`src/rtl/gpo_bank_ctrl.sv`:
```
// GPO pad-bank controller: registered data/OE path, per-channel drive
// config with break-before-make sequencing and VBIAS drive gating.
module gpo_bank_ctrl #(
  parameter int NCH        = 8,
  parameter int GUARD_CYC  = 4,
  parameter int SETTLE_CYC = 2,
  localparam int CHW = (NCH > 1) ? $clog2(NCH) : 1
) (
  input  logic             CLK_I,
  input  logic             RST_I,
  input  logic             vbias_ok_i,
  input  logic [NCH-1:0]   do_i,
  input  logic [NCH-1:0]   oe_i,
  input  logic             cfg_valid_i,
  output logic             cfg_ready_o,
  input  logic [CHW-1:0]   cfg_ch_i,
  input  logic [1:0]       cfg_ds_i,
  input  logic             cfg_sr_i,
  input  logic             cfg_co_i,
  input  logic [1:0]       cfg_mode_i,
  output logic             cfg_err_o,
  output logic             busy_o,
  output logic [NCH-1:0]   ds_clamp_o,
  output logic [NCH-1:0]   DO_O,
  output logic [NCH-1:0]   OE_O,
  output logic [2*NCH-1:0] DS_O,
  output logic [NCH-1:0]   SR_O,
  output logic [NCH-1:0]   CO_O,
  output logic [NCH-1:0]   ODP_O,
  output logic [NCH-1:0]   ODN_O
);

  localparam int CMAX =
    (GUARD_CYC > SETTLE_CYC) ? GUARD_CYC : SETTLE_CYC;
  localparam int CNTW = (CMAX > 1) ? $clog2(CMAX) : 1;
  localparam logic [CNTW-1:0] GUARD_LD =
    CNTW'(GUARD_CYC - 1);
  localparam logic [CNTW-1:0] SETTLE_LD =
    CNTW'((SETTLE_CYC > 0) ? SETTLE_CYC - 1 : 0);
  localparam logic [CHW:0] NCH_V = (CHW + 1)'(NCH);

  typedef enum logic [1:0] {
    IDLE   = 2'd0,
    DRAIN  = 2'd1,
    APPLY  = 2'd2,
    SETTLE = 2'd3
  } state_e;

  state_e state_q, state_d;

  logic [CNTW-1:0] cnt_q, cnt_d;

  logic [CHW-1:0] ch_q, ch_d;
  logic [1:0]     rds_q, rds_d;
  logic           rsr_q, rsr_d;
  logic           rco_q, rco_d;
  logic [1:0]     rmode_q, rmode_d;

  logic [NCH-1:0]   do_q, do_d;
  logic [NCH-1:0]   oe_q, oe_d;
  logic [2*NCH-1:0] ds_q, ds_d;
  logic [NCH-1:0]   sr_q, sr_d;
  logic [NCH-1:0]   co_q, co_d;
  logic [NCH-1:0]   odp_q, odp_d;
  logic [NCH-1:0]   odn_q, odn_d;
  logic [NCH-1:0]   clamp_q, clamp_d;
  logic             err_q, err_d;

  logic           ch_ok;
  logic           accept;
  logic           apply_en;
  logic           ready;
  logic [NCH-1:0] gate;

  assign ch_ok  = {1'b0, cfg_ch_i} < NCH_V;
  assign accept = cfg_valid_i & ready & ch_ok;

  // FSM: state register
  always_ff @(posedge CLK_I or posedge RST_I) begin
    if (RST_I) begin
      state_q <= IDLE;
    end else begin
      state_q <= state_d;
    end
  end

  // FSM: next state
  always_comb begin
    state_d = state_q;
    unique case (state_q)
      IDLE: begin
        if (accept) state_d = DRAIN;
      end
      DRAIN: begin
        if (cnt_q == '0) state_d = APPLY;
      end
      APPLY: begin
        state_d = (SETTLE_CYC == 0) ? IDLE : SETTLE;
      end
      SETTLE: begin
        if (cnt_q == '0) state_d = IDLE;
      end
      default: state_d = IDLE;
    endcase
  end

  // FSM: outputs
  always_comb begin
    ready    = 1'b0;
    apply_en = 1'b0;
    gate     = '0;
    unique case (state_q)
      IDLE:   ready    = 1'b1;
      APPLY:  apply_en = 1'b1;
      default: ;
    endcase
    if (!ready) begin
      for (int k = 0; k < NCH; k++) begin
        gate[k] = (ch_q == CHW'(k));
      end
    end
  end

  assign cfg_ready_o = ready;
  assign busy_o      = ~ready;

  // Guard / settle down-counter
  always_comb begin
    cnt_d = cnt_q;
    if (accept) begin
      cnt_d = GUARD_LD;
    end else if (apply_en) begin
      cnt_d = SETTLE_LD;
    end else if (!ready && cnt_q != '0) begin
      cnt_d = cnt_q - 1'b1;
    end
  end

  // Latched request
  always_comb begin
    ch_d    = ch_q;
    rds_d   = rds_q;
    rsr_d   = rsr_q;
    rco_d   = rco_q;
    rmode_d = rmode_q;
    if (accept) begin
      ch_d    = cfg_ch_i;
      rds_d   = cfg_ds_i;
      rsr_d   = cfg_sr_i;
      rco_d   = cfg_co_i;
      rmode_d = cfg_mode_i;
    end
  end

  // Per-channel config, written only in APPLY
  always_comb begin
    ds_d    = ds_q;
    sr_d    = sr_q;
    co_d    = co_q;
    odp_d   = odp_q;
    odn_d   = odn_q;
    clamp_d = clamp_q;
    for (int k = 0; k < NCH; k++) begin
      if (apply_en && ch_q == CHW'(k)) begin
        sr_d[k]  = rsr_q;
        co_d[k]  = rco_q;
        odp_d[k] = rmode_q[1];
        odn_d[k] = rmode_q[0];
        if (rds_q != 2'b00 && !vbias_ok_i) begin
          ds_d[2*k +: 2] = 2'b00;
          clamp_d[k]     = 1'b1;
        end else begin
          ds_d[2*k +: 2] = rds_q;
          clamp_d[k]     = 1'b0;
        end
      end
    end
  end

  // Data path: high drive strengths need VBIAS to enable
  always_comb begin
    do_d = do_i;
    oe_d = '0;
    for (int k = 0; k < NCH; k++) begin
      oe_d[k] = oe_i[k] & ~gate[k] &
                ((ds_q[2*k +: 2] == 2'b00) | vbias_ok_i);
    end
  end

  assign err_d = cfg_valid_i & ready & ~ch_ok;

  always_ff @(posedge CLK_I or posedge RST_I) begin
    if (RST_I) begin
      cnt_q   <= '0;
      ch_q    <= '0;
      rds_q   <= '0;
      rsr_q   <= 1'b0;
      rco_q   <= 1'b0;
      rmode_q <= '0;
      do_q    <= '0;
      oe_q    <= '0;
      ds_q    <= '0;
      sr_q    <= '0;
      co_q    <= '0;
      odp_q   <= '0;
      odn_q   <= '0;
      clamp_q <= '0;
      err_q   <= 1'b0;
    end else begin
      cnt_q   <= cnt_d;
      ch_q    <= ch_d;
      rds_q   <= rds_d;
      rsr_q   <= rsr_d;
      rco_q   <= rco_d;
      rmode_q <= rmode_d;
      do_q    <= do_d;
      oe_q    <= oe_d;
      ds_q    <= ds_d;
      sr_q    <= sr_d;
      co_q    <= co_d;
      odp_q   <= odp_d;
      odn_q   <= odn_d;
      clamp_q <= clamp_d;
      err_q   <= err_d;
    end
  end

  assign DO_O       = do_q;
  assign OE_O       = oe_q;
  assign DS_O       = ds_q;
  assign SR_O       = sr_q;
  assign CO_O       = co_q;
  assign ODP_O      = odp_q;
  assign ODN_O      = odn_q;
  assign ds_clamp_o = clamp_q;
  assign cfg_err_o  = err_q;

endmodule

```
`config.mk`:
```
export PLATFORM = sky130hd
export DESIGN_NAME = gpo_bank_ctrl
export DESIGN_NICKNAME = d
export VERILOG_FILES = /design/src/rtl/gpo_bank_ctrl.sv
export SDC_FILE = /design/constraint.sdc
export NUM_CORES = 1
export LEC_CHECK = 0
export ABC_AREA = 1
export CAP_MARGIN = 20
export CORE_UTILIZATION = 25
export CTS_CLUSTER_SIZE = 16
export DETAILED_ROUTE_END_ITERATION = 7
export GPL_ROUTABILITY_DRIVEN = 1
export GPL_TIMING_DRIVEN = 0
export PLACE_DENSITY = 0.5
export SLEW_MARGIN = 20
export SYNTH_ARGS = -nofsm -noshare
export SYNTH_HDL_FRONTEND = slang
export SYNTH_SLANG_ARGS = --single-unit
```
`constraint.sdc`:
```
create_clock -name CLK_I -period 2.8 [get_ports CLK_I]
set_input_delay 0.28 -clock CLK_I [delete_from_list [all_inputs] [get_ports CLK_I]]
set_output_delay 0.28 -clock CLK_I [all_outputs]
set_load 0.05 [all_outputs]
```
==> impl_results.md, run 1 <==
* Outcome: finished, final reports clean
* Worst path arrival time at approximately 2100 ps
* First-pass GRT wire length at approximately 15 mm
* DRT Pass-1 Iters at 4
* Tcrit/Tclk final at 0.8661
* Die Area at roughly 0.015 mm²
* Clk_skew at between 4 and 5 ps
* Power per cell area at between 1000 and 1500 mW/mm²
* Clk slew on worst S/H paths at around 60 ps
* Cells after synthesis at roughly 360
* Dpl ws at approximately 700 ps
* Fin util at 0.3712
* Setup Fix Bufs, Post-CTS at 0
* Residual DRC count at 0
* Die Width at 122.0 µm
* Worst endpoint required time at 2520 ps
* # H-tree levels at 3
* Die height at 122.0 µm
* Synth Warn # at 0
* Critical setup path kind: flop to output port
* CTS buffer count at 9
* Net Sw Frac at 0.4926
* Post-synth EDFFs at 0
* Slowest cell on crit path: clkdlybuf4s50_1
* Clk Latency, worst-skew pair at 340 ps
* Internal Power at roughly 0.0037 W
* Core area at between 0.01 and 0.015 mm²
* Area growth syn-to-layout at 43.79%
* Synth unique cells at 27
* Measured slew at the worst slew-check pin at ~570 ps
* CTS Buffer Depth at 2
* Worst path most repeated cell: inv_1
* Starting Density at 0.2581
* Fmax at 412.4 MHz
* Final setup margin at about 380 ps
* FF+latch count, synth at 85
* Layout cells sized above 1 at 0.1553
* Routed wire length at roughly 9.4 mm
* Crit end category: output port
* Asr flop ratio synth at 1.000
* Slew headroom at 0.6217
* Routed Antenna Nets at 0
* Crit-path cells: inv_1 > ha_1 > buf_4 > inv_1 > clkdlybuf4s50_1
* Hold_buf cts at 0
* Worst setup startpoint: state_q[0]
* Iteration-0 DRC Markers at between 100 and 150
* Leak pwr at roughly 2.4 nW
* Average size of a mapped cell at roughly 10 µm²
* Vias at 2831
* Post-cts sizing count at 0
* CTS Root Cell: clkbuf_16
* Post-synthesis sequential area ratio at 0.5913
* Post-synth net total at roughly 400
* Combinational group share of total power at 0.549
* NumNets Final at around 510
* WP buf/inv at 4
* Vias/cell at about 4.3
* Seq pwr share at 0.287
* Clock power share at 0.163
* Gp weighted congestion at ~0.71
* TNS Setup at 0 ps
* Largest stage delay, worst path at 820 ps
* Total power at between 0.007 and 0.008 W
* Final Hold Slack at between 300 and 400 ps
* Final Setup Violations at 0
* HP Class: input pin to asynchronous set/reset pin
* FILL cells at roughly 1400
* Post-synthesis instance area at ~0.0036 mm²
* PortBufs at 102
* Tot GR Track Use at 0.1368
* Worst path top cell family by delay: buffers and inverters
* CTS tree: done
* Largest net degree at the start of global routing at between 40 and 50
* Final hold vios at 0
* Drt wl/cell at roughly 14 µm
* Top FF cell, synth: dfrtp_1
* Grt ovf at 0
* Final HPWL DP at slightly above 7 mm
* Unrepaired setup endpoints after global routing: no
* Fin crit period at 2425 ps
* Number of global-route vias before repair at 2906
* Clk sink count at 85
* Row count at 43
* CP Max Fanout at 9
* Inserted Diodes at 0
* Net Sw Power at about 0.0036 W
* Critical Path Start Type: flop
* Max_cap viols at 0
* Final Max Slew Viols at 0
* Initial antenna violation count at 0
* Max VDD drop at about 0.00053 V
* Num ports at 104
* RR Startpoint: state_q[0]
-- metrics by stage --
| step | std cells | area, µm² |
|---|---|---|
| 2_1_floorplan | 364 | 3597 |
| 5_1_grt | 663 | 5172 |
| 3_5_place_dp | 647 | 4873 |
| 6_report | 663 | 5172 |
| 4_1_cts | 663 | 5172 |
| 3_3_place_gp | 646 | 4843 |
-- power by group through the flow --
stage	Sequential (W)	Combinational [W]	Clock [W]
floorplan	0.00358	0.00129	0
global placement	0.00214	0.00403	0
detailed placement	0.00215	0.00408	0
CTS	0.00214	0.00409	0.00124
global route	0.00219	0.00433	0.00129
finish	0.00212	0.00405	0.00120
-- cell usage after synthesis, types with 3 or more instances --
| library cell | instances | area share |
|---|---|---|
| nor2_4 | 7 | 0.022 |
| nor3_1 | 4 | 0.0056 |
| nor2_2 | 3 | 0.0052 |
| nand3_2 | 4 | 0.011 |
| inv_1 | 17 | 0.018 |
| nand2_1 | 137 | 0.14 |
| inv_2 | 3 | 0.0031 |
| a21oi_1 | 12 | 0.017 |
| nor2_1 | 20 | 0.021 |
| nand2_2 | 5 | 0.0087 |
| o21ai_2 | 18 | 0.044 |
| o21ai_0 | 14 | 0.019 |
| dfrtp_1 | 85 | 0.59 |
| nand3_1 | 7 | 0.0097 |
| ha_1 | 6 | 0.021 |
| buf_6 | 8 | 0.025 |
-- sequential cells by signal, summed over array words and instances (netlist names) --
signal,cells
SR_O,8
rmode_q,2
ch_q,3
rco_q,1
ODP_O,8
DO_O,8
OE_O,8
rds_q,2
ODN_O,8
cnt_q,2
state_q,2
ds_clamp_o,8
CO_O,8
rsr_q,1
DS_O,16
-- layer usage --
layer  up-vias  part of all wire  GRT usage
met4         0             0.018    0.05864
met1      1352              0.44     0.1755
met3        12             0.079    0.04494
met5         -                 0          0
li1       1381                 -          -
met2        86              0.47     0.2097
-- cell type report --
type / count / area [µm²] / area share
inverters: 21 / 83.83 / 0.01621
repair buffers: 103 / 1049 / 0.2027
multi-input cells: 247 / 1279 / 0.2472
flip-flops and latches: 85 / 2127 / 0.4112
plain buffers: 11 / 110.1 / 0.02129
clock inverters: 7 / 73.82 / 0.01427
clock buffers: 9 / 225.2 / 0.04354
well taps: 180 / 225.2 / 0.04354
-- cells in the final DEF (no fill, tap or decap) --
cell type / instances
nand3_4: 2
nor3_1: 4
nand2_4: 1
nand2_2: 5
inv_2: 3
ha_1: 6
buf_6: 8
buf_2: 1
or2_2: 1
clkinvlp_4: 1
o21ai_2: 18
o21ai_0: 14
inv_4: 2
nor2_4: 7
o211ai_1: 1
o21ai_1: 2
buf_16: 1
conb_1: 1
clkbuf_16: 9
clkdlybuf4s50_1: 102
dfrtp_1: 85
inv_6: 2
nor2_1: 20
nand2_1: 137
buf_4: 2
nand3_1: 7
bufinv_16: 1
o21bai_1: 1
nor2_2: 3
inv_1: 16
clkinv_2: 2
clkinv_4: 1
nand3_2: 4
a21oi_1: 12
nand4_4: 1
-- final timing paths --
| kind | to | slack [ps] | depth (start not counted) |
|---|---|---|---|
| max | busy_o | 380 | 5 |
| min | DO_O[4] | 360 | 2 |
| max reg2reg | cnt_q[1] | 1220 | 6 |
| min reg2reg | ODN_O[5] | 480 | 2 |
| max in group asynchronous | OE_O[7] | 1840 | 3 |
| min in group CLK_I | DO_O[5] | 370 | 1 |
-- cell families after synthesis --
| kind of cell | after synthesis | synth area share |
|---|---|---|
| other | 1 | 0.001042 |
| AO/OA/AOI/OAI | 48 | 0.08696 |
| buffers and inverters | 32 | 0.05322 |
| adder cells (fa/ha/maj) | 6 | 0.02087 |
| flip-flops | 85 | 0.5913 |
| AND/OR/NAND/NOR | 192 | 0.2466 |
Note: power is estimated with default switching activity, not from simulation.
==> inputs of run 2 (changes only) <==
CORE_ASPECT_RATIO = 1.2   (was default)
PLACE_DENSITY = 0.51   (was 0.5)
==> run 2 against run 1 <==
Effect of this change:
- the run now ends with design-rule violations left
- die area hardly changed
- utilization hardly changed
- global-route usage is 0.48 points higher
- fmax is 0.16% higher
- critical path type unchanged
- clock skew is 1.4 ps higher
==> impl_results.md, run 2 (synthesis gave the netlist of run 1 again) <==
* Outcome: finished, violations left
* Failing checks: design-rule violations
* CTS Buffer Depth at 2
* Critical Path Start Type: flop
* Critical setup path kind: flop to output port
* Max VDD drop at around 0.00065 V
* Num ports at roughly 100
* Die Width at 111.5 µm
* CTS buffer count at 9
* Max_cap viols at 0
* Slowest cell on crit path: clkdlybuf4s50_1
* Internal Power at 0.003845 W
* Layout cells sized above 1 at 0.1515
* Die height at roughly 130 µm
* Die Area at 0.01487 mm²
* Unrepaired setup endpoints after global routing: no
* Worst endpoint required time at between 2000 and 3000 ps
* CTS Root Cell: clkbuf_16
* Final HPWL DP at between 7 and 8 mm
* Gp weighted congestion at 0.7902
* Routed Antenna Nets at 0
* Tot GR Track Use at 0.1417
* Worst path top cell family by delay: buffers and inverters
* WP buf/inv at 4
* DRT Pass-1 Iters at 8
* Worst path arrival time at about 2100 ps
* Worst R2R End: cnt_q[1]
* Post-route cell area at about 0.0052 mm²
* RR Startpoint: state_q[0]
* Net Sw Power at around 0.0036 W
* CTS tree: done
* Routed wire length at slightly below 10 mm
* Initial antenna violation count at 0
* HP Class: input pin to asynchronous set/reset pin
* Max reg flops at 16
* Combinational group share of total power at 0.543
* Clk slew on worst S/H paths at roughly 60 ps
* Starting Density at 0.2581
* Final setup margin at around 380 ps
* Worst path depth at 5
* Fmax at ~410 MHz
* Net Sw Frac at 0.4856
* Final hold vios at 0
* R2R cell count at 6
* Power per cell area at around 1400 mW/mm²
* Core area at ~0.014 mm²
* Largest stage delay, worst path at approximately 820 ps
* Drt wl/cell at ~15 µm
* Worst R2R Setup Slack at approximately 1200 ps
* Residual DRC count at 2
* Placed Instance Area at 0.004862 mm²
* Hold_buf cts at 0
* Grt ovf at 0
* DP Cell Count at approximately 640
* Vias at between 2000 and 3000
* Seq pwr share at 0.286
* Clk Latency, worst-skew pair at between 300 and 400 ps
* Setup Fix Bufs, Post-CTS at 0
* First-pass GRT wire length at between 15 and 20 mm
* Most frequent cells in the layout: nand2_1 (137), clkdlybuf4s50_1 (102), dfrtp_1 (85)
* Dpl ws at 714.5 ps
* Tcrit/Tclk final at 0.8647
* Iteration-0 DRC Markers at 140
* Final Hold Slack at 303.5 ps
* PortBufs at 102
* Clk_skew at roughly 6 ps
* Worst path most repeated cell: inv_1
* Non-filler cells, final at between 600 and 700
* Clock power share at 0.170
* Number of global-route vias before repair at 2985
* Largest net degree at the start of global routing at between 50 and 60
* Area growth syn-to-layout at 43.93%
* Fin crit period at around 2400 ps
* Worst setup startpoint: state_q[0]
* Measured slew at the worst slew-check pin at ~550 ps
* Row count at 47
* CP Max Fanout at 9
* Post-cts sizing count at 0
* Final Setup Violations at 0
* Worst setup path end: busy_o
* Slew headroom at 0.6301
* Clk sink count at 85
* Commonest non-fill, non-tap cell in the layout: nand2_1
* Vias/cell at between 4 and 5
* Crit end category: output port
* Inserted Diodes at 0
* NumNets Final at about 500
* Total power at roughly 0.0075 W
* Final Max Slew Viols at 0
* # H-tree levels at 3
* Leak pwr at ~2.4 nW
* Crit-path cells: inv_1 > ha_1 > buf_4 > inv_1 > clkdlybuf4s50_1
==> run 2: changes by cell type in the layout (fill, tap and decap cells not counted), sizes merged <==
cell    previous run  this run
inv               23        21
clkbuf             9        11
clkinv             3         1
bufinv             1         2
==> run 2: final cells by class <==
cell class / instances / area [µm²]
Buffer: 11 / 110.1
Clock buffer: 11 / 242.7
Clock inverter: 4 / 72.57
Fill cell: 1387 / 8760
Inverter: 21 / 83.83
Multi-Input combinational cell: 247 / 1279
Sequential cell: 85 / 2127
Tap cell: 171 / 214.0
Timing Repair Buffer: 103 / 1049
==> run 2: power by group through the flow <==
stage	Clock [W]	Sequential (W)	Combinational, W
floorplan	0	0.00358	0.00129
global route	0.00137	0.00221	0.00433
global placement	0	0.00217	0.00403
CTS	0.00131	0.00215	0.00410
detailed placement	0	0.00217	0.00409
finish	0.00127	0.00214	0.00406
==> run 2: metal layers <==
metal | vias to the layer above | wire [µm] | GRT usage
met4 | 0 | 204 | 0.05931
met5 | - | 0 | 0
met2 | 66 | 4795 | 0.2337
met3 | 13 | 421 | 0.03276
met1 | 1348 | 4307 | 0.1783
li1 | 1381 | - | -
==> run 2: how the worst min path moves through the flow <==
| stage | endpoint | cells after the start | slack (ps) |
|---|---|---|---|
| 2_1_floorplan | DO_O[0] | 0 | 310 |
| 3_3_place_gp | ds_clamp_o[6] | 2 | 470 |
| 3_5_place_dp | CO_O[2] | 2 | 470 |
| 4_1_cts | OE_O[0] | 2 | 320 |
| 5_1_grt | OE_O[0] | 2 | 350 |
| 6_report | OE_O[0] | 2 | 300 |
==> run 2: per-stage QoR <==
step           TNS (ps)    util
6_report              0  0.3715
5_1_grt               0  0.3715
4_1_cts               0  0.3715
3_5_place_dp          0  0.3489
3_3_place_gp     -93630  0.3467
2_1_floorplan         0       -
